$ cat config.mk
export PLATFORM = sky130hd
export DESIGN_NAME = decode_queue_stage_flat
export DESIGN_NICKNAME = d
export VERILOG_FILES = /design/src/rtl/decode_queue_stage_pkg.sv /design/src/rtl/decode_queue_stage_if.sv /design/src/rtl/decode_queue_stage_decode.sv /design/src/rtl/decode_queue_stage.sv /design/src/flat_wrapper.sv
export SDC_FILE = /design/constraint.sdc
export NUM_CORES = 1
export LEC_CHECK = 0
export ABC_AREA = 1
export CAP_MARGIN = 20
export CORE_AREA = 2 2 141 178
export CTS_BUF_LIST = sky130_fd_sc_hd__clkbuf_16
export DETAILED_ROUTE_END_ITERATION = 12
export DIE_AREA = 0 0 143 180
export GPL_TIMING_DRIVEN = 0
export MAX_ROUTING_LAYER = met4
export PLACE_DENSITY_LB_ADDON = 0.1
export SETUP_SLACK_MARGIN = 0.02
export SLEW_MARGIN = 0
export SYNTH_ARGS = -nofsm -noshare
export SYNTH_HDL_FRONTEND = slang
export SYNTH_SLANG_ARGS = --single-unit
$ cat constraint.sdc
create_clock -name clk -period 5.58 [get_ports clk]
set_input_delay 0.558 -clock clk [delete_from_list [all_inputs] [get_ports clk]]
set_output_delay 0.558 -clock clk [all_outputs]
set_load 0.005 [all_outputs]
$ cat src/rtl/decode_queue_stage_pkg.sv
// Shared opcode/funct constants, instruction classes and exception codes for the
// D-stage decode queue.
package decode_queue_stage_pkg;

  localparam logic [5:0] OP_SPECIAL = 6'h00;
  localparam logic [5:0] OP_REGIMM  = 6'h01;
  localparam logic [5:0] OP_J       = 6'h02;
  localparam logic [5:0] OP_JAL     = 6'h03;
  localparam logic [5:0] OP_BEQ     = 6'h04;
  localparam logic [5:0] OP_BNE     = 6'h05;
  localparam logic [5:0] OP_BLEZ    = 6'h06;
  localparam logic [5:0] OP_BGTZ    = 6'h07;
  localparam logic [5:0] OP_ADDI    = 6'h08;
  localparam logic [5:0] OP_ADDIU   = 6'h09;
  localparam logic [5:0] OP_SLTI    = 6'h0A;
  localparam logic [5:0] OP_SLTIU   = 6'h0B;
  localparam logic [5:0] OP_ANDI    = 6'h0C;
  localparam logic [5:0] OP_ORI     = 6'h0D;
  localparam logic [5:0] OP_XORI    = 6'h0E;
  localparam logic [5:0] OP_LUI     = 6'h0F;
  localparam logic [5:0] OP_COP0    = 6'h10;
  localparam logic [5:0] OP_LB      = 6'h20;
  localparam logic [5:0] OP_LH      = 6'h21;
  localparam logic [5:0] OP_LW      = 6'h23;
  localparam logic [5:0] OP_LBU     = 6'h24;
  localparam logic [5:0] OP_LHU     = 6'h25;
  localparam logic [5:0] OP_SB      = 6'h28;
  localparam logic [5:0] OP_SH      = 6'h29;
  localparam logic [5:0] OP_SW      = 6'h2B;

  localparam logic [5:0] FN_SLL   = 6'h00;
  localparam logic [5:0] FN_SRL   = 6'h02;
  localparam logic [5:0] FN_SRA   = 6'h03;
  localparam logic [5:0] FN_SLLV  = 6'h04;
  localparam logic [5:0] FN_SRLV  = 6'h06;
  localparam logic [5:0] FN_SRAV  = 6'h07;
  localparam logic [5:0] FN_JR    = 6'h08;
  localparam logic [5:0] FN_JALR  = 6'h09;
  localparam logic [5:0] FN_MFHI  = 6'h10;
  localparam logic [5:0] FN_MTHI  = 6'h11;
  localparam logic [5:0] FN_MFLO  = 6'h12;
  localparam logic [5:0] FN_MTLO  = 6'h13;
  localparam logic [5:0] FN_MULT  = 6'h18;
  localparam logic [5:0] FN_MULTU = 6'h19;
  localparam logic [5:0] FN_DIV   = 6'h1A;
  localparam logic [5:0] FN_DIVU  = 6'h1B;
  localparam logic [5:0] FN_ADD   = 6'h20;
  localparam logic [5:0] FN_ADDU  = 6'h21;
  localparam logic [5:0] FN_SUB   = 6'h22;
  localparam logic [5:0] FN_SUBU  = 6'h23;
  localparam logic [5:0] FN_AND   = 6'h24;
  localparam logic [5:0] FN_OR    = 6'h25;
  localparam logic [5:0] FN_XOR   = 6'h26;
  localparam logic [5:0] FN_NOR   = 6'h27;
  localparam logic [5:0] FN_SLT   = 6'h2A;
  localparam logic [5:0] FN_SLTU  = 6'h2B;
  localparam logic [5:0] FN_ERET  = 6'h18;

  localparam logic [4:0] RS_MF = 5'h00;
  localparam logic [4:0] RS_MT = 5'h04;
  localparam logic [4:0] RS_CO = 5'h10;

  localparam logic [4:0] EXC_NONE = 5'd0;
  localparam logic [4:0] EXC_ADEL = 5'd4;
  localparam logic [4:0] EXC_RI   = 5'd10;

  typedef enum logic [3:0] {
    CLS_NOP    = 4'd0,
    CLS_ALU_R  = 4'd1,
    CLS_ALU_I  = 4'd2,
    CLS_SHIFT  = 4'd3,
    CLS_LOAD   = 4'd4,
    CLS_STORE  = 4'd5,
    CLS_BRANCH = 4'd6,
    CLS_JUMP   = 4'd7,
    CLS_MDU    = 4'd8,
    CLS_MFMT   = 4'd9,
    CLS_COP0   = 4'd10
  } cls_e;

  typedef enum logic [1:0] {A3_NONE, A3_RD, A3_RT, A3_RA} a3_sel_e;

  typedef struct packed {
    logic [31:0] instr;
    logic [31:0] pc;
    logic [4:0]  exc;
  } entry_t;

endpackage

$ cat src/rtl/decode_queue_stage_if.sv
// F-to-E stream through the decode queue: push side, pop side and decoded head fields.
interface decode_queue_stage_if #(
  parameter int DEPTH = 4
);
  import decode_queue_stage_pkg::*;

  logic                     flush;
  logic                     in_valid;
  logic                     in_ready;
  logic [31:0]              in_instr;
  logic [31:0]              in_pc;
  logic [4:0]               in_exc;
  logic                     out_valid;
  logic                     out_ready;
  logic [31:0]              out_instr;
  logic [31:0]              out_pc;
  logic [4:0]               rs;
  logic [4:0]               rt;
  logic [4:0]               rd;
  logic [4:0]               shamt;
  logic [15:0]              imm16;
  logic [25:0]              imm26;
  logic [4:0]               a3;
  logic                     rfwr;
  cls_e                     cls;
  logic                     bd;
  logic [4:0]               exc_code;
  logic [$clog2(DEPTH):0]   count;

  modport slave (
    input  flush, in_valid, in_instr, in_pc, in_exc, out_ready,
    output in_ready, out_valid, out_instr, out_pc, rs, rt, rd, shamt,
           imm16, imm26, a3, rfwr, cls, bd, exc_code, count
  );

  modport master (
    output flush, in_valid, in_instr, in_pc, in_exc, out_ready,
    input  in_ready, out_valid, out_instr, out_pc, rs, rt, rd, shamt,
           imm16, imm26, a3, rfwr, cls, bd, exc_code, count
  );

endinterface

$ cat src/rtl/decode_queue_stage_decode.sv
// Combinational decoder: fields, class, write-back target and final ExcCode
// for one instruction word; masked groups decode as reserved instructions.
module decode_queue_stage_decode
  import decode_queue_stage_pkg::*;
#(
  parameter bit ENABLE_MDU  = 1'b1,
  parameter bit ENABLE_COP0 = 1'b1
) (
  input  logic [31:0] instr,
  input  logic [4:0]  exc_in,
  output logic [4:0]  rs,
  output logic [4:0]  rt,
  output logic [4:0]  rd,
  output logic [4:0]  shamt,
  output logic [15:0] imm16,
  output logic [25:0] imm26,
  output logic [4:0]  a3,
  output logic        rfwr,
  output cls_e        cls,
  output logic [4:0]  exc_code
);

  logic [5:0] op;
  logic [5:0] funct;
  cls_e       cls_raw;
  a3_sel_e    sel_raw;
  a3_sel_e    sel;
  logic       ri;

  assign op    = instr[31:26];
  assign funct = instr[5:0];
  assign rs    = instr[25:21];
  assign rt    = instr[20:16];
  assign rd    = instr[15:11];
  assign shamt = instr[10:6];
  assign imm16 = instr[15:0];
  assign imm26 = instr[25:0];

  always_comb begin
    cls_raw = CLS_NOP;
    sel_raw = A3_NONE;
    ri      = 1'b0;
    case (op)
      OP_SPECIAL: begin
        case (funct)
          FN_SLL, FN_SRL, FN_SRA, FN_SLLV, FN_SRLV, FN_SRAV: begin
            cls_raw = CLS_SHIFT;
            sel_raw = A3_RD;
          end
          FN_JR:   cls_raw = CLS_JUMP;
          FN_JALR: begin
            cls_raw = CLS_JUMP;
            sel_raw = A3_RD;
          end
          FN_MFHI, FN_MFLO: begin
            if (ENABLE_MDU) begin
              cls_raw = CLS_MFMT;
              sel_raw = A3_RD;
            end else begin
              ri = 1'b1;
            end
          end
          FN_MTHI, FN_MTLO: begin
            if (ENABLE_MDU) cls_raw = CLS_MFMT;
            else            ri = 1'b1;
          end
          FN_MULT, FN_MULTU, FN_DIV, FN_DIVU: begin
            if (ENABLE_MDU) cls_raw = CLS_MDU;
            else            ri = 1'b1;
          end
          FN_ADD, FN_ADDU, FN_SUB, FN_SUBU, FN_AND, FN_OR,
          FN_XOR, FN_NOR, FN_SLT, FN_SLTU: begin
            cls_raw = CLS_ALU_R;
            sel_raw = A3_RD;
          end
          default: ri = 1'b1;
        endcase
      end
      // Only bltz (rt=0) and bgez (rt=1) are implemented under REGIMM
      OP_REGIMM: begin
        if (rt == 5'd0 || rt == 5'd1) cls_raw = CLS_BRANCH;
        else                          ri = 1'b1;
      end
      OP_J:   cls_raw = CLS_JUMP;
      OP_JAL: begin
        cls_raw = CLS_JUMP;
        sel_raw = A3_RA;
      end
      OP_BEQ, OP_BNE, OP_BLEZ, OP_BGTZ: cls_raw = CLS_BRANCH;
      OP_ADDI, OP_ADDIU, OP_SLTI, OP_SLTIU,
      OP_ANDI, OP_ORI, OP_XORI, OP_LUI: begin
        cls_raw = CLS_ALU_I;
        sel_raw = A3_RT;
      end
      OP_COP0: begin
        if (!ENABLE_COP0) begin
          ri = 1'b1;
        end else begin
          case (rs)
            RS_MF: begin
              cls_raw = CLS_COP0;
              sel_raw = A3_RT;
            end
            RS_MT: cls_raw = CLS_COP0;
            RS_CO: begin
              if (funct == FN_ERET) cls_raw = CLS_COP0;
              else                  ri = 1'b1;
            end
            default: ri = 1'b1;
          endcase
        end
      end
      OP_LB, OP_LH, OP_LW, OP_LBU, OP_LHU: begin
        cls_raw = CLS_LOAD;
        sel_raw = A3_RT;
      end
      OP_SB, OP_SH, OP_SW: cls_raw = CLS_STORE;
      default: ri = 1'b1;
    endcase
  end

  // An all-zero word is the canonical nop, not a shift writing $0
  always_comb begin
    cls = cls_raw;
    sel = sel_raw;
    if (ri || instr == '0) begin
      cls = CLS_NOP;
      sel = A3_NONE;
    end
  end

  always_comb begin
    exc_code = EXC_NONE;
    if (exc_in != EXC_NONE) exc_code = exc_in;
    else if (ri)            exc_code = EXC_RI;
  end

  always_comb begin
    rfwr = (sel != A3_NONE) && (exc_code == EXC_NONE);
    a3   = '0;
    if (rfwr) begin
      case (sel)
        A3_RD:   a3 = rd;
        A3_RT:   a3 = rt;
        A3_RA:   a3 = 5'd31;
        default: a3 = '0;
      endcase
    end
  end

endmodule

$ cat src/rtl/decode_queue_stage.sv
// D-stage: DEPTH-entry instruction FIFO between F and E with combinational
// decode of the head entry and branch-delay-slot tracking.
module decode_queue_stage
  import decode_queue_stage_pkg::*;
#(
  parameter int DEPTH       = 4,
  parameter bit ENABLE_MDU  = 1'b1,
  parameter bit ENABLE_COP0 = 1'b1
) (
  input  logic                 clk,
  input  logic                 reset,
  decode_queue_stage_if.slave  bus
);

  localparam int AW = $clog2(DEPTH);
  localparam int CW = AW + 1;

  entry_t         mem [DEPTH];
  logic [AW-1:0]  rd_ptr;
  logic [AW-1:0]  wr_ptr;
  logic [CW-1:0]  count_q;
  logic           bd_q;
  logic           full;
  logic           empty;
  logic           push;
  logic           pop;
  entry_t         head;
  cls_e           head_cls;

  assign full  = (count_q == CW'(DEPTH));
  assign empty = (count_q == '0);
  assign push  = bus.in_valid && !full;
  assign pop   = !empty && bus.out_ready;

  always_ff @(posedge clk) begin
    if (reset || bus.flush) begin
      rd_ptr  <= '0;
      wr_ptr  <= '0;
      count_q <= '0;
      bd_q    <= 1'b0;
    end else begin
      if (push) wr_ptr <= wr_ptr + 1'b1;
      if (pop) begin
        rd_ptr <= rd_ptr + 1'b1;
        bd_q   <= (head_cls == CLS_BRANCH) || (head_cls == CLS_JUMP);
      end
      case ({push, pop})
        2'b10:   count_q <= count_q + CW'(1);
        2'b01:   count_q <= count_q - CW'(1);
        default: count_q <= count_q;
      endcase
    end
  end

  always_ff @(posedge clk) begin
    if (push && !reset && !bus.flush)
      mem[wr_ptr] <= '{instr: bus.in_instr, pc: bus.in_pc, exc: bus.in_exc};
  end

  // Empty queue presents an all-zero entry so decode outputs sit at reset values
  assign head = empty ? '0 : mem[rd_ptr];

  decode_queue_stage_decode #(
    .ENABLE_MDU  (ENABLE_MDU),
    .ENABLE_COP0 (ENABLE_COP0)
  ) u_decode (
    .instr    (head.instr),
    .exc_in   (head.exc),
    .rs       (bus.rs),
    .rt       (bus.rt),
    .rd       (bus.rd),
    .shamt    (bus.shamt),
    .imm16    (bus.imm16),
    .imm26    (bus.imm26),
    .a3       (bus.a3),
    .rfwr     (bus.rfwr),
    .cls      (head_cls),
    .exc_code (bus.exc_code)
  );

  assign bus.cls       = head_cls;
  assign bus.in_ready  = !full;
  assign bus.out_valid = !empty;
  assign bus.out_instr = head.instr;
  assign bus.out_pc    = head.pc;
  assign bus.bd        = bd_q;
  assign bus.count     = count_q;

endmodule

$ cat src/flat_wrapper.sv
// flat-port wrapper written by rule: the top's interface ports become plain ports
module decode_queue_stage_flat import decode_queue_stage_pkg::*;
#(
  parameter int DEPTH       = 4,
  parameter bit ENABLE_MDU  = 1'b1,
  parameter bit ENABLE_COP0 = 1'b1
)
  (clk, reset, bus_flush, bus_in_valid, bus_in_instr, bus_in_pc, bus_in_exc, bus_out_ready, bus_in_ready, bus_out_valid, bus_out_instr, bus_out_pc, bus_rs, bus_rt, bus_rd, bus_shamt, bus_imm16, bus_imm26, bus_a3, bus_rfwr, bus_cls, bus_bd, bus_exc_code, bus_count);
  decode_queue_stage_if #(.DEPTH(DEPTH)) bus_i ();
  input  logic clk;
  input  logic reset;
  input wire logic [$bits(bus_i.flush)-1:0] bus_flush;
  input wire logic [$bits(bus_i.in_valid)-1:0] bus_in_valid;
  input wire logic [$bits(bus_i.in_instr)-1:0] bus_in_instr;
  input wire logic [$bits(bus_i.in_pc)-1:0] bus_in_pc;
  input wire logic [$bits(bus_i.in_exc)-1:0] bus_in_exc;
  input wire logic [$bits(bus_i.out_ready)-1:0] bus_out_ready;
  output wire logic [$bits(bus_i.in_ready)-1:0] bus_in_ready;
  output wire logic [$bits(bus_i.out_valid)-1:0] bus_out_valid;
  output wire logic [$bits(bus_i.out_instr)-1:0] bus_out_instr;
  output wire logic [$bits(bus_i.out_pc)-1:0] bus_out_pc;
  output wire logic [$bits(bus_i.rs)-1:0] bus_rs;
  output wire logic [$bits(bus_i.rt)-1:0] bus_rt;
  output wire logic [$bits(bus_i.rd)-1:0] bus_rd;
  output wire logic [$bits(bus_i.shamt)-1:0] bus_shamt;
  output wire logic [$bits(bus_i.imm16)-1:0] bus_imm16;
  output wire logic [$bits(bus_i.imm26)-1:0] bus_imm26;
  output wire logic [$bits(bus_i.a3)-1:0] bus_a3;
  output wire logic [$bits(bus_i.rfwr)-1:0] bus_rfwr;
  output wire logic [$bits(bus_i.cls)-1:0] bus_cls;
  output wire logic [$bits(bus_i.bd)-1:0] bus_bd;
  output wire logic [$bits(bus_i.exc_code)-1:0] bus_exc_code;
  output wire logic [$bits(bus_i.count)-1:0] bus_count;
  assign bus_i.flush = bus_flush;
  assign bus_i.in_valid = bus_in_valid;
  assign bus_i.in_instr = bus_in_instr;
  assign bus_i.in_pc = bus_in_pc;
  assign bus_i.in_exc = bus_in_exc;
  assign bus_i.out_ready = bus_out_ready;
  assign bus_in_ready = bus_i.in_ready;
  assign bus_out_valid = bus_i.out_valid;
  assign bus_out_instr = bus_i.out_instr;
  assign bus_out_pc = bus_i.out_pc;
  assign bus_rs = bus_i.rs;
  assign bus_rt = bus_i.rt;
  assign bus_rd = bus_i.rd;
  assign bus_shamt = bus_i.shamt;
  assign bus_imm16 = bus_i.imm16;
  assign bus_imm26 = bus_i.imm26;
  assign bus_a3 = bus_i.a3;
  assign bus_rfwr = bus_i.rfwr;
  assign bus_cls = bus_i.cls;
  assign bus_bd = bus_i.bd;
  assign bus_exc_code = bus_i.exc_code;
  assign bus_count = bus_i.count;
  decode_queue_stage #(.DEPTH(DEPTH), .ENABLE_MDU(ENABLE_MDU), .ENABLE_COP0(ENABLE_COP0)) u_core (.clk(clk), .reset(reset), .bus(bus_i));
endmodule
# ---- Word-level counts from Yosys, hierarchy flattened
# Memories as Yosys holds them, arrays and structs flattened. A register that Yosys moved wholly into a read port is not among the register bits.
# Index checks and enable logic that the tools add are counted.
dict set report totals {
  ram_bits 276
  output_inout_bits 147
  memories 1
  register_bits 8
  inputBits 74
  elab_cells 132
}
dict set report classes {
  muxes 25
  n_eq_ne 60
  addsub 4
  reduce_logical 38
}
# memory depth word_bits read_ports rd_clocked_by_memory_dff write_ports line_no
set mem_list {}
lappend mem_list {u_core.mem 4 69 1 1 1 decode_queue_stage.sv:18} ;# entry_t mem [DEPTH];
# operator count
set op_table {}
lappend op_table {{$eq 6x6->1 const B} 18}
lappend op_table {{$mux 69} 1}
lappend op_table {{$eq 6x4->1 const B} 10}
lappend op_table {{$eq 6x5->1 const B} 9}
lappend op_table {{$eq 6x3->1 const B} 7}
lappend op_table {{$logic_not 32->1} 1}
lappend op_table {{$pmux 4 s8} 1}
lappend op_table {{$reduce_or 26->1} 1}
lappend op_table {{$eq 6x2->1 const B} 4}
lappend op_table {{$reduce_or 22->1} 1}
lappend op_table {{$pmux 4 s5} 1}
lappend op_table {{$reduce_or 19->1} 1}
lappend op_table {{$logic_not 5->1} 3}
lappend op_table {{$pmux 5 s3} 1}
lappend op_table {{$reduce_or 13->1} 1}
lappend op_table {{$logic_not 6->1} 2}
lappend op_table {{$mux 4} 3}
lappend op_table {{$reduce_or 4->1} 3}
lappend op_table {{$mux 5} 2}
lappend op_table {{$reduce_or 10->1} 1}
lappend op_table {{$eq 4x3->1 const B} 2}
lappend op_table {{$mux 2} 4}
lappend op_table {{$pmux 2 s4} 1}
lappend op_table {{$pmux 4 s2} 1}
lappend op_table {{other kinds (26)} 48}

# ---- Depth between registers and ports, before layout
# Gate-level depths: netlist of the first run.
dict set report logic_depth {
  word_depth 11
  ltp_mapped 19
  mapped_depth_nobuf 18
}

# ---- Cells and area by module
# From an unflattened synthesis of the first run, not the netlist that was laid out.
dict set report unflattened {
  cells_unflattened 1190
  hier_area_um2 13010.0
}
# module seq_area_each_um2 area_each_um2 cells_per_inst instances
set modules_own_cells {}
lappend modules_own_cells {decode_queue_stage 8488.1 11674.9 959 1}
lappend modules_own_cells {decode_queue_stage_decode 0.0 1335.0 231 1}

# ---- Least setup slack after synthesis of the first run
# OpenSTA, ideal clock, no wires.
dict set report synth_path {
  path_type {input to register}
  startpoint {in reset}
  endpoint {mem u_core.mem[0][0] in the netlist's numbering, enable pin}
  setup_slack_ns 1.183
  setup_ns 0.497
  n_path_buf 0
  path_stages 3
  t_required_ns 5.083
  arrival_time_ns 3.900
  cell_sequence {nor2_1 > nand3_1 > nor2_1}
}
dict set report synth_via {
  elab_chain_len 5
}
# item line_no
set synth_rtl {}
lappend synth_rtl {{start, declared} flat_wrapper.sv:11} ;# input logic reset;
lappend synth_rtl {{$logic_not 1->1} decode_queue_stage.sv:56} ;# if (push && !reset && !bus.flush)
lappend synth_rtl {{$logic_and 1x1->1 (2 in a row)} decode_queue_stage.sv:56}
lappend synth_rtl {{$mux 1} decode_queue_stage.sv:56}
lappend synth_rtl {{$mux 1 (not written as such)} decode_queue_stage.sv:57} ;# mem[wr_ptr] <= '{instr: bus.in_instr, pc: bus.in_pc, exc: bus.in_exc};
lappend synth_rtl {{end, declared} decode_queue_stage.sv:18}
# No other way between the ends.

==> results.yml, run 1 <==
final_layout:
  drive_gt1_share_pct: 11.76
  final_common_cell: "edfxtp_1"
  antenna_cells: 0
  layout_common_cells: "edfxtp_1 (276), nor2_1 (248), clkdlybuf4s50_1 (220), nand2_1 (148), o21ai_0 (101)"
  areaGrowthSynthToFinish_pct: 29.58
  fin_nets: 1488
worst_setup_path:
  crit_required_ns: 5.02
  r2r-start: "u_core.bus.count[1]"
  slowest_delay_ns: 0.65
  path_cells: "inv_2, buf_4, buf_2, buf_2, nor2_1, o21ai_1, a21oi_1, nor4_1, nor3b_2, nand2_4, a21oi_2, clkdlybuf4s50_1"
  r2r_cells: 13
  setup.worst_path.end_class: "output pin"
  cp_max_fo: 10
  crit_type: "flip-flop to output pin"
  critPathBufInv: 5
  startpoint_type: "flip-flop"
  cp.arrival_ns: 3.94
  r2r_end: "u_core.bus.count[2]"
  cp_common_cell: "buf_2"
  rrSetupSlack_ns: 2.97
  critical_path.slowest_cell: "nor4_1"
  crit_family: "buffers and inverters"
clocking:
  htree_levels: 1
  cts_tree: "built"
  post-cts-setup-buffer-count: 0
  cts_resized: 0
  holdBufCountCts: 0
  clock_sinks: 286
  cts-buffers-inserted: 28
  clock_latency_ns: 0.53
  clk_path_buf_depth: 3
  cts-root-buf: "clkbuf_16"
  clk_pin_slew_ns: 0.06
timing:
  holdWs_ns: 0.4768
  grt_setup_unrepaired: "false"
  drv_slew: 0
  max_freq_mhz: 222.5
  hold_viol: 0
  fin_ws_ns: 1.086
  fin_crit_ns: 4.494
  setup_tns_ns: 0
  worstMarginPinSlew_ns: 0.8607
  slew_headroom_pct: 42.48
  clock_skew_ns: 0.008754
  setup_violations: 0
  timing.final.crit_share_pct: 80.53
routing:
  remaining_drc_errors: 0
  wl_um: 29790
  viasPerCell: 5.164
  num_vias: 9079
  dr.pass1.iters: 5
  drt-wirelength-per-cell_um: 16.94
  drtIter0Drc: 583
  ant_nets: 0
synth:
  synth.area.top_cells: "edfxtp_1 (66%), nor2_1 (7.5%), nand2_1 (4.4%)"
  netlist_area_sq_um: 12550
  synth_cell_types: 35
  yosysSeqAreaShare_pct: 67.64
  ys_seq_elements: 286
  synth_top_area_cell: "edfxtp_1"
  synth_nets: 1229
  yosysWarnings: 0
  synth.avg_cell_area_sq_um: 10.92
  syn_inst: 1149
  synth_top_cell_area_share_pct: 66.05
power_and_ir_drop:
  vdd_drop_max_mv: 0.2840
  pwr-share-comb_pct: 11.8
  power.internal_uw: 3675
  power_frac_seq_pct: 50.7
  clkPwrFrac_pct: 37.5
  power_density_nw_per_um2: 289.4
  p_total_uw: 4706
  p_leak_uw: 0.006118
  switchingPower_uw: 1031
  switching_share_pct: 21.90
run:
  maxCapViolCount: 0
floorplan:
  die_w_um: 143
  die_h_um: 180
  core_sq_um: 24100
  initial_core_util_pct: 52.06
  die-area_sq_um: 25740
  rows: 64
  pin_count: 221
global_routing:
  antenna_found_initial: 0
  gr-total-overflow: 0
  grt_pass1_vias: 8941
  grt_usage_pct: 23.73
  grt_pass1_wl_um: 46150
  grt_max_degree: 29
min_path:
  hold_class: "flip-flop to flip-flop"
  hp-start: "u_core.rd_ptr[1]"
  worstHoldPathCells: 2
placement:
  gp_congestion: 0.8671
  place_ws_ns: 1.651
  port_buffers: 220
  dp_hpwl_um: 20460
status:
  status: "finished, final reports clean"
worst min-delay path: stages (launching register included):
cell,delay (ns)
dfxtp_1,0.30
inv_1,0.06
a21oi_1,0.08
worst max path at each step:
stage                   endpoint      start  cells after the start  slack [ns]
2_1_floorplan   u_core.mem[0][0]      reset                      3        1.18
3_3_place_gp   u_core.mem[3][17]      reset                      4       -1.82
3_5_place_dp           bus_a3[2]  flip-flop                     12        1.65
4_1_cts                bus_a3[2]  flip-flop                     12        1.07
5_1_grt          bus_exc_code[1]  flip-flop                     10        0.80
6_report               bus_a3[2]  flip-flop                     12        1.09
sequential cells by signal (all words and copies together), names as in the netlist, named ones only:
signal / count
u_core.wr_ptr: 2
u_core.mem: 276
u_core.bus.count: 3
u_core.rd_ptr: 2
u_core.bus.bd: 1
power by group through the flow:
stage	logic [uW]	registers, uW	clock network [uW]
3_5_place_dp	556	2430	0
5_1_grt	610	2390	1880
4_1_cts	559	2390	1780
2_1_floorplan	257	2430	0
6_report	557	2390	1760
3_3_place_gp	543	2440	0
per-stage QoR:
step | instances | instance area (sq um) | utilization (%)
finish | 1758 | 16260 | 67.46
global route | 1758 | 16260 | 67.46
CTS | 1758 | 16260 | 67.46
detailed placement | 1708 | 15390 | 63.84
global placement | 1699 | 15160 | 62.91
floorplan | 1149 | 12550 | -
cells by family after synthesis:
family                     after synthesis  synth area share [%]
and+or+nand+nor                        486                 15.99
DFF                                    286                 67.64
buffers and inverters                  181                 7.857
adders and majority gates                6                0.6581
AOI/OAI and AO/OA                      190                 7.847
layer usage:
metal  up-vias  GRT usage [%]  routed length (um)
met5         -              -                   0
met4         0          8.079                 816
met3        65          3.756                1993
met2       350          41.74               15350
met1      4259          27.46               11630
li1       4405              -                   -
synth_stat cells:
| master | number |
|---|---|
| dfxtp_1 | 10 |
| o21ai_1 | 17 |
| a21oi_2 | 4 |
| inv_1 | 58 |
| fa_1 | 1 |
| buf_6 | 4 |
| o21a_1 | 1 |
| nand2_4 | 1 |
| nor2_4 | 1 |
| nor2_2 | 3 |
| buf_4 | 67 |
| nand4_1 | 10 |
| nor3_1 | 2 |
| nor2_1 | 252 |
| nand2_1 | 148 |
| nand3_1 | 59 |
| nand2_2 | 2 |
| nor3b_2 | 1 |
| o31ai_1 | 1 |
| nand3_4 | 1 |
| a21oi_1 | 58 |
| a31oi_1 | 1 |
| o22ai_1 | 5 |
| buf_1 | 13 |
| edfxtp_1 | 276 |
| o21ai_0 | 101 |
| nand3_2 | 4 |
| nor3b_1 | 1 |
| o211ai_1 | 1 |
| ha_1 | 5 |
| buf_2 | 20 |
| a41oi_1 | 1 |
| inv_2 | 10 |
| nor4_1 | 1 |
| clkbuf_1 | 9 |
final cells by class:
type                    instances  area [sq um]
clock buffers                  29         725.7
inverters                      68         255.2
clock inverters                21         146.4
fillers                      1797          7843
plain buffers                 113         730.7
multi-input cells             682          3104
flip-flops and latches        286          8488
repair buffers                229          2397
well taps                     330         412.9
Power figures use the tool's default switching activity.
==> run 2, diff against run 1 <==
==> constraint.sdc (replaced) <==
create_clock -name clk -period 4.45 [get_ports clk]
set_input_delay 0.445 -clock clk [delete_from_list [all_inputs] [get_ports clk]]
set_output_delay 0.445 -clock clk [all_outputs]
set_load 0.005 [all_outputs]
==> run 2 against run 1 <==
  * Sequential share of layout area decreased by 0.12 points
  * Clock skew increased by 0.0016 ns
  * Register-to-register slack worse by 1.1 ns
  * Worst setup slack worse by 0.79 ns
  * Clock power up 26%
  * Global-route usage did not move
  * Die area unchanged
  * Final area up 0.23%
  * Power grew 25%
  * Routed wire length hardly changed
  * Core utilization increased by 0.16 points
  * Largest power group unchanged
==> results.yml, run 2 (synthesis results as in run 1) <==
status:
  status: "finished, final reports clean"
timing:
  grt_setup_unrepaired: "false"
  setup_violations: 0
  worstMarginPinSlew_ns: 0.8524
  setup_tns_ns: 0
  slew_headroom_pct: 43.04
  hold_viol: 0
  timing.final.crit_share_pct: 93.32
  drv_slew: 0
  clock_skew_ns: 0.01032
  fin_ws_ns: 0.2973
  fin_crit_ns: 4.153
  max_freq_mhz: 240.8
clocking:
  clock_latency_ns: 0.53
  holdBufCountCts: 0
  post-cts-setup-buffer-count: 0
  clk_path_buf_depth: 3
  cts-buffers-inserted: 28
  cts-root-buf: "clkbuf_16"
  clk_pin_slew_ns: 0.06
  htree_levels: 1
  cts_resized: 0
  cts_tree: "built"
  clock_sinks: 286
worst_setup_path:
  r2r-start: "u_core.bus.count[1]"
  slowest_delay_ns: 0.51
  rrSetupSlack_ns: 1.85
  critical_path.slowest_cell: "clkdlybuf4s50_1"
  crit_path_end: "bus_a3[2]"
  r2r_cells: 13
  crit_type: "flip-flop to output pin"
  crit_required_ns: 4.01
  startpoint_type: "flip-flop"
  r2r_end: "u_core.bus.count[2]"
  cp_max_fo: 10
  cp_common_cell: "buf_2"
  cp.arrival_ns: 3.71
  setup.worst_path.end_class: "output pin"
  path_cells: "buf_2, buf_2, buf_2, nor2_1, o21ai_1, a21oi_1, nor4_2, nor3b_2, nand2_4, a21oi_2, clkdlybuf4s50_1"
placement:
  port_buffers: 220
  place_area_sq_um: 15390
  place_ws_ns: 0.6343
  dp_hpwl_um: 20460
  gp_congestion: 0.8671
floorplan:
  initial_core_util_pct: 52.06
  die-area_sq_um: 25740
  rows: 64
  die_w_um: 143
  pin_count: 221
  core_sq_um: 24100
  die_h_um: 180
final_layout:
  fin_nets: 1488
  fillers: 1798
  regArea_sq_um: 8488
  areaGrowthSynthToFinish_pct: 29.88
  drive_gt1_share_pct: 12.32
  final_util_pct: 67.62
  final_common_cell: "edfxtp_1"
  antenna_cells: 0
  largest_register: "u_core.mem"
  multiInputGateArea_sq_um: 3137
  layout_common_cells: "edfxtp_1 (276), nor2_1 (248), clkdlybuf4s50_1 (220), nand2_1 (148), o21ai_0 (101)"
  fin_area_sq_um: 16300
  largest_reg_flops: 276
global_routing:
  antenna_found_initial: 0
  grt_pass1_wl_um: 46150
  gr-total-overflow: 0
  grt_max_degree: 29
  grt_pass1_vias: 8941
  grt_usage_pct: 23.73
routing:
  remaining_drc_errors: 0
  drt-wirelength-per-cell_um: 16.94
  dr.pass1.iters: 7
  wl_um: 29780
  viasPerCell: 5.180
  drtIter0Drc: 651
  ant_nets: 0
  num_vias: 9107
run:
  maxCapViolCount: 0
power_and_ir_drop:
  power_density_nw_per_um2: 362.1
  vdd_drop_max_mv: 0.3586
  p_leak_uw: 0.006122
min_path:
  hold_class: "flip-flop to flip-flop"
-- run 2: changes by cell type in the layout (fill, tap and decap cells not counted) --
cell and delta:
a21oi_1 -7, nor4_2 +1, clkbuf_4 +2, buf_2 -2, nor4_1 -1, a21oi_2 +7
-- run 2: area by class of cell --
class                           count  area share, %
Tap cell                          330          2.533
Clock buffer                       29          4.453
Sequential cell                   286          52.08
Buffer                            113          4.514
Multi-Input combinational cell    682          19.25
Timing Repair Buffer              229          14.71
Clock inverter                     21         0.8982
Inverter                           68          1.566
-- run 2: metal layers --
metal | vias to the layer above | wire, um | track usage [%]
met3 | 62 | 1736 | 3.756
met5 | - | 0 | -
met4 | 0 | 822 | 8.079
met1 | 4319 | 11760 | 27.46
li1 | 4405 | - | -
met2 | 321 | 15460 | 41.74
-- run 2: metrics by stage --
stage / power, uW / hold slack (ns) / instances
final: 5902 / 0.4767 / 1758
after global routing: 6114 / 0.5292 / 1758
after CTS: 5931 / 0.4833 / 1758
after detailed placement: 3747 / 0.4741 / 1708
after global placement: 3736 / 0.4474 / 1699
after floorplan: 3375 / 0.4358 / 1149
-- run 2: how the worst min path moves through the flow --
stage	depth (start not counted)	startpoint	endpoint
3_5_place_dp	2	u_core.rd_ptr[1]	flip-flop
4_1_cts	2	u_core.rd_ptr[1]	flip-flop
3_3_place_gp	2	u_core.rd_ptr[1]	u_core.rd_ptr[1]
2_1_floorplan	2	u_core.rd_ptr[1]	flip-flop
5_1_grt	2	u_core.rd_ptr[1]	flip-flop
6_report	2	u_core.rd_ptr[1]	flip-flop
-- run 2: critical path: cells and delay by family (launching register included) --
kind                   cells  cell delay (ns)
buffers and inverters      4             1.40
DFF                        1             0.44
and+or+nand+nor            4             1.02
AOI/OAI and AO/OA          3             0.29
-- run 2: power by group --
group	total (uW)	switching, uW	internal, uW	leakage, uW
clock network	2210	923	1280	0.000452
registers	2990	7.91	2980	0.00257
logic	702	360	342	0.00310
==> run 3, diff against run 2 <==
--- a/config.mk
+++ b/config.mk
@@ -7,10 +7,12 @@
 export LEC_CHECK = 0
 export ABC_AREA = 1
 export CAP_MARGIN = 20
-export CORE_AREA = 2 2 141 178
+export CELL_PAD_IN_SITES_DETAIL_PLACEMENT = 1
+export CELL_PAD_IN_SITES_GLOBAL_PLACEMENT = 1
+export CORE_AREA = 2 2 158 199
 export CTS_BUF_LIST = sky130_fd_sc_hd__clkbuf_16
 export DETAILED_ROUTE_END_ITERATION = 12
-export DIE_AREA = 0 0 143 180
+export DIE_AREA = 0 0 160 201
 export GPL_TIMING_DRIVEN = 0
 export MAX_ROUTING_LAYER = met4
 export PLACE_DENSITY_LB_ADDON = 0.1
==> run 3 against run 2 <==
  * Global-route usage down 2.3 points
  * Worst hold slack improved by 0.011 ns
  * Routed wire length grew 14%
  * Critical endpoint is now bus_a3[0]
==> results.yml, run 3 (synthesis results as in run 1) <==
worst_setup_path:
  path_cells: "inv_2, buf_4, buf_2, buf_2, nor2_1, o21ai_1, a21oi_1, nor4_4, nor3b_4, nand2_4, a21oi_2, clkdlybuf4s50_1"
  r2r_cells: 13
  crit_required_ns: 4.01
  startpoint_type: "flip-flop"
  cp.arrival_ns: 3.66
  cp_max_fo: 10
  cp_common_cell: "buf_2"
  slowest_delay_ns: 0.52
  crit_cells: 12
  crit_family: "buffers and inverters"
  critPathBufInv: 5
  critical_path.slowest_cell: "clkdlybuf4s50_1"
  setup.worst_path.end_class: "output pin"
  crit_type: "flip-flop to output pin"
timing:
  fin_crit_ns: 4.109
  slew_headroom_pct: 41.04
  max_freq_mhz: 243.4
  drv_slew: 0
  timing.final.crit_share_pct: 92.34
  clock_skew_ns: 0.02127
  hold_viol: 0
  worstMarginPinSlew_ns: 0.8823
  holdWs_ns: 0.4882
  grt_setup_unrepaired: "false"
  setup_violations: 0
placement:
  place_inst: 1787
  place_area_sq_um: 15550
  dp_hpwl_um: 24240
  port_buffers: 220
  gp_congestion: 0.8107
final_layout:
  stdcell_count: 1846
  fin_area_sq_um: 16600
  multiInputGateArea_sq_um: 3169
  final_common_cell: "edfxtp_1"
  fillers: 3297
  fin_nets: 1495
  areaGrowthSynthToFinish_pct: 32.30
  final_util_pct: 54.52
  regArea_sq_um: 8489
  largest_reg_flops: 276
  layout_common_cells: "edfxtp_1 (276), nor2_1 (246), clkdlybuf4s50_1 (220), nand2_1 (148), o21ai_0 (101)"
  drive_gt1_share_pct: 13.50
  largest_register: "u_core.mem"
floorplan:
  die-area_sq_um: 32160
  die_w_um: 160
  rows: 72
  initial_core_util_pct: 41.21
  core_sq_um: 30450
  die_h_um: 201
  pin_count: 221
routing:
  remaining_drc_errors: 0
  ant_nets: 0
  dr.pass1.iters: 5
  num_vias: 9202
  drt-wirelength-per-cell_um: 18.43
  wl_um: 34020
  drtIter0Drc: 433
  viasPerCell: 4.985
clocking:
  cts_tree: "built"
  holdBufCountCts: 0
  clock_sinks: 286
  clk_path_buf_depth: 3
  clock_latency_ns: 0.54
  clk_pin_slew_ns: 0.06
  htree_levels: 1
  cts-buffers-inserted: 29
  cts-root-buf: "clkbuf_16"
power_and_ir_drop:
  power_density_nw_per_um2: 367.5
  pwr-share-comb_pct: 11.9
  clkPwrFrac_pct: 39.1
  power_frac_seq_pct: 49.1
  switchingPower_uw: 1353
  vdd_drop_max_mv: 0.3109
  power.internal_uw: 4749
  switching_share_pct: 22.17
  p_leak_uw: 0.006212
global_routing:
  grt_pass1_vias: 9670
  antenna_found_initial: 2
  gr-total-overflow: 0
  grt_usage_pct: 21.40
  grt_pass1_wl_um: 52630
  grt_max_degree: 27
min_path:
  hold_class: "flip-flop to flip-flop"
  worstHoldPathCells: 2
run:
  maxCapViolCount: 0
status:
  status: "finished, final reports clean"
==> run 3: changes by cell type in the layout (fill, tap and decap cells not counted), sizes merged <==
cell      previous run  this run
buf                111       116
bufinv               2         4
clkbuf              40        41
clkinv              13        12
clkinvlp             0         1
diode                0         2
inv                 74        75
==> run 3: power groups by stage <==
stage | clock network [uW] | registers, uW | logic (uW)
2_1_floorplan | 0 | 3050 | 322
3_3_place_gp | 0 | 3060 | 691
3_5_place_dp | 0 | 3050 | 717
4_1_cts | 2440 | 2990 | 721
5_1_grt | 2540 | 2990 | 790
6_report | 2380 | 2990 | 726
==> run 3: repair_timing <==
action	4_1_cts	5_1_grt
gates resized for setup	2	19
setup buffers	0	4
endpoints found under the setup margin	6	8
pin swaps	0	3
==> run 3: worst register-to-register path: stages, from the launching register on <==
cell,delay [ns]
dfxtp_1,0.36
inv_1,0.12
nand3_4,0.19
buf_2,0.30
buf_4,0.28
nand2_1,0.12
inv_1,0.13
ha_1,0.17
inv_1,0.07
fa_1,0.38
a21oi_1,0.15
o21ai_0,0.12
o21ai_0,0.19
a21oi_1,0.06
==> run 3: layer usage <==
metal	wire [um]	part of all wire, %	vias to the layer above	GRT usage, %
met3	1650	4.9	60	3.326
met2	17620	52	224	38.45
met5	0	0	-	-
met1	13910	41	4505	24.68
met4	837	2.5	0	6.338
li1	-	-	4413	-
==> run 3: layout make-up <==
class / instances / area share [%]
flip-flops and latches: 286 / 51.14
multi-input cells: 682 / 19.09
repair buffers: 235 / 15.00
plain buffers: 113 / 4.454
clock buffers: 29 / 4.371
well taps: 407 / 3.068
inverters: 68 / 1.538
clock inverters: 24 / 1.311
diodes: 2 / 0.03015
==> run 3: worst paths after layout <==
kind	from	endpoint	slack (ns)
max	flip-flop	bus_a3[0]	0.34
min	u_core.rd_ptr[1]	flip-flop	0.49
max reg2reg	u_core.bus.count[1]	u_core.bus.count[2]	1.70
min reg2reg	u_core.rd_ptr[1]	flip-flop	0.49
==> run 3: stage by stage <==
stage                     total power (uW)  TNS [ns]  setup slack (ns)
after floorplan                       3375         0            0.1664
after global placement                3747   -815.20            -3.070
after detailed placement              3767         0            0.4433
after CTS                             6151         0           0.04059
after global routing                  6320         0           0.02922
final                                 6101         0            0.3410
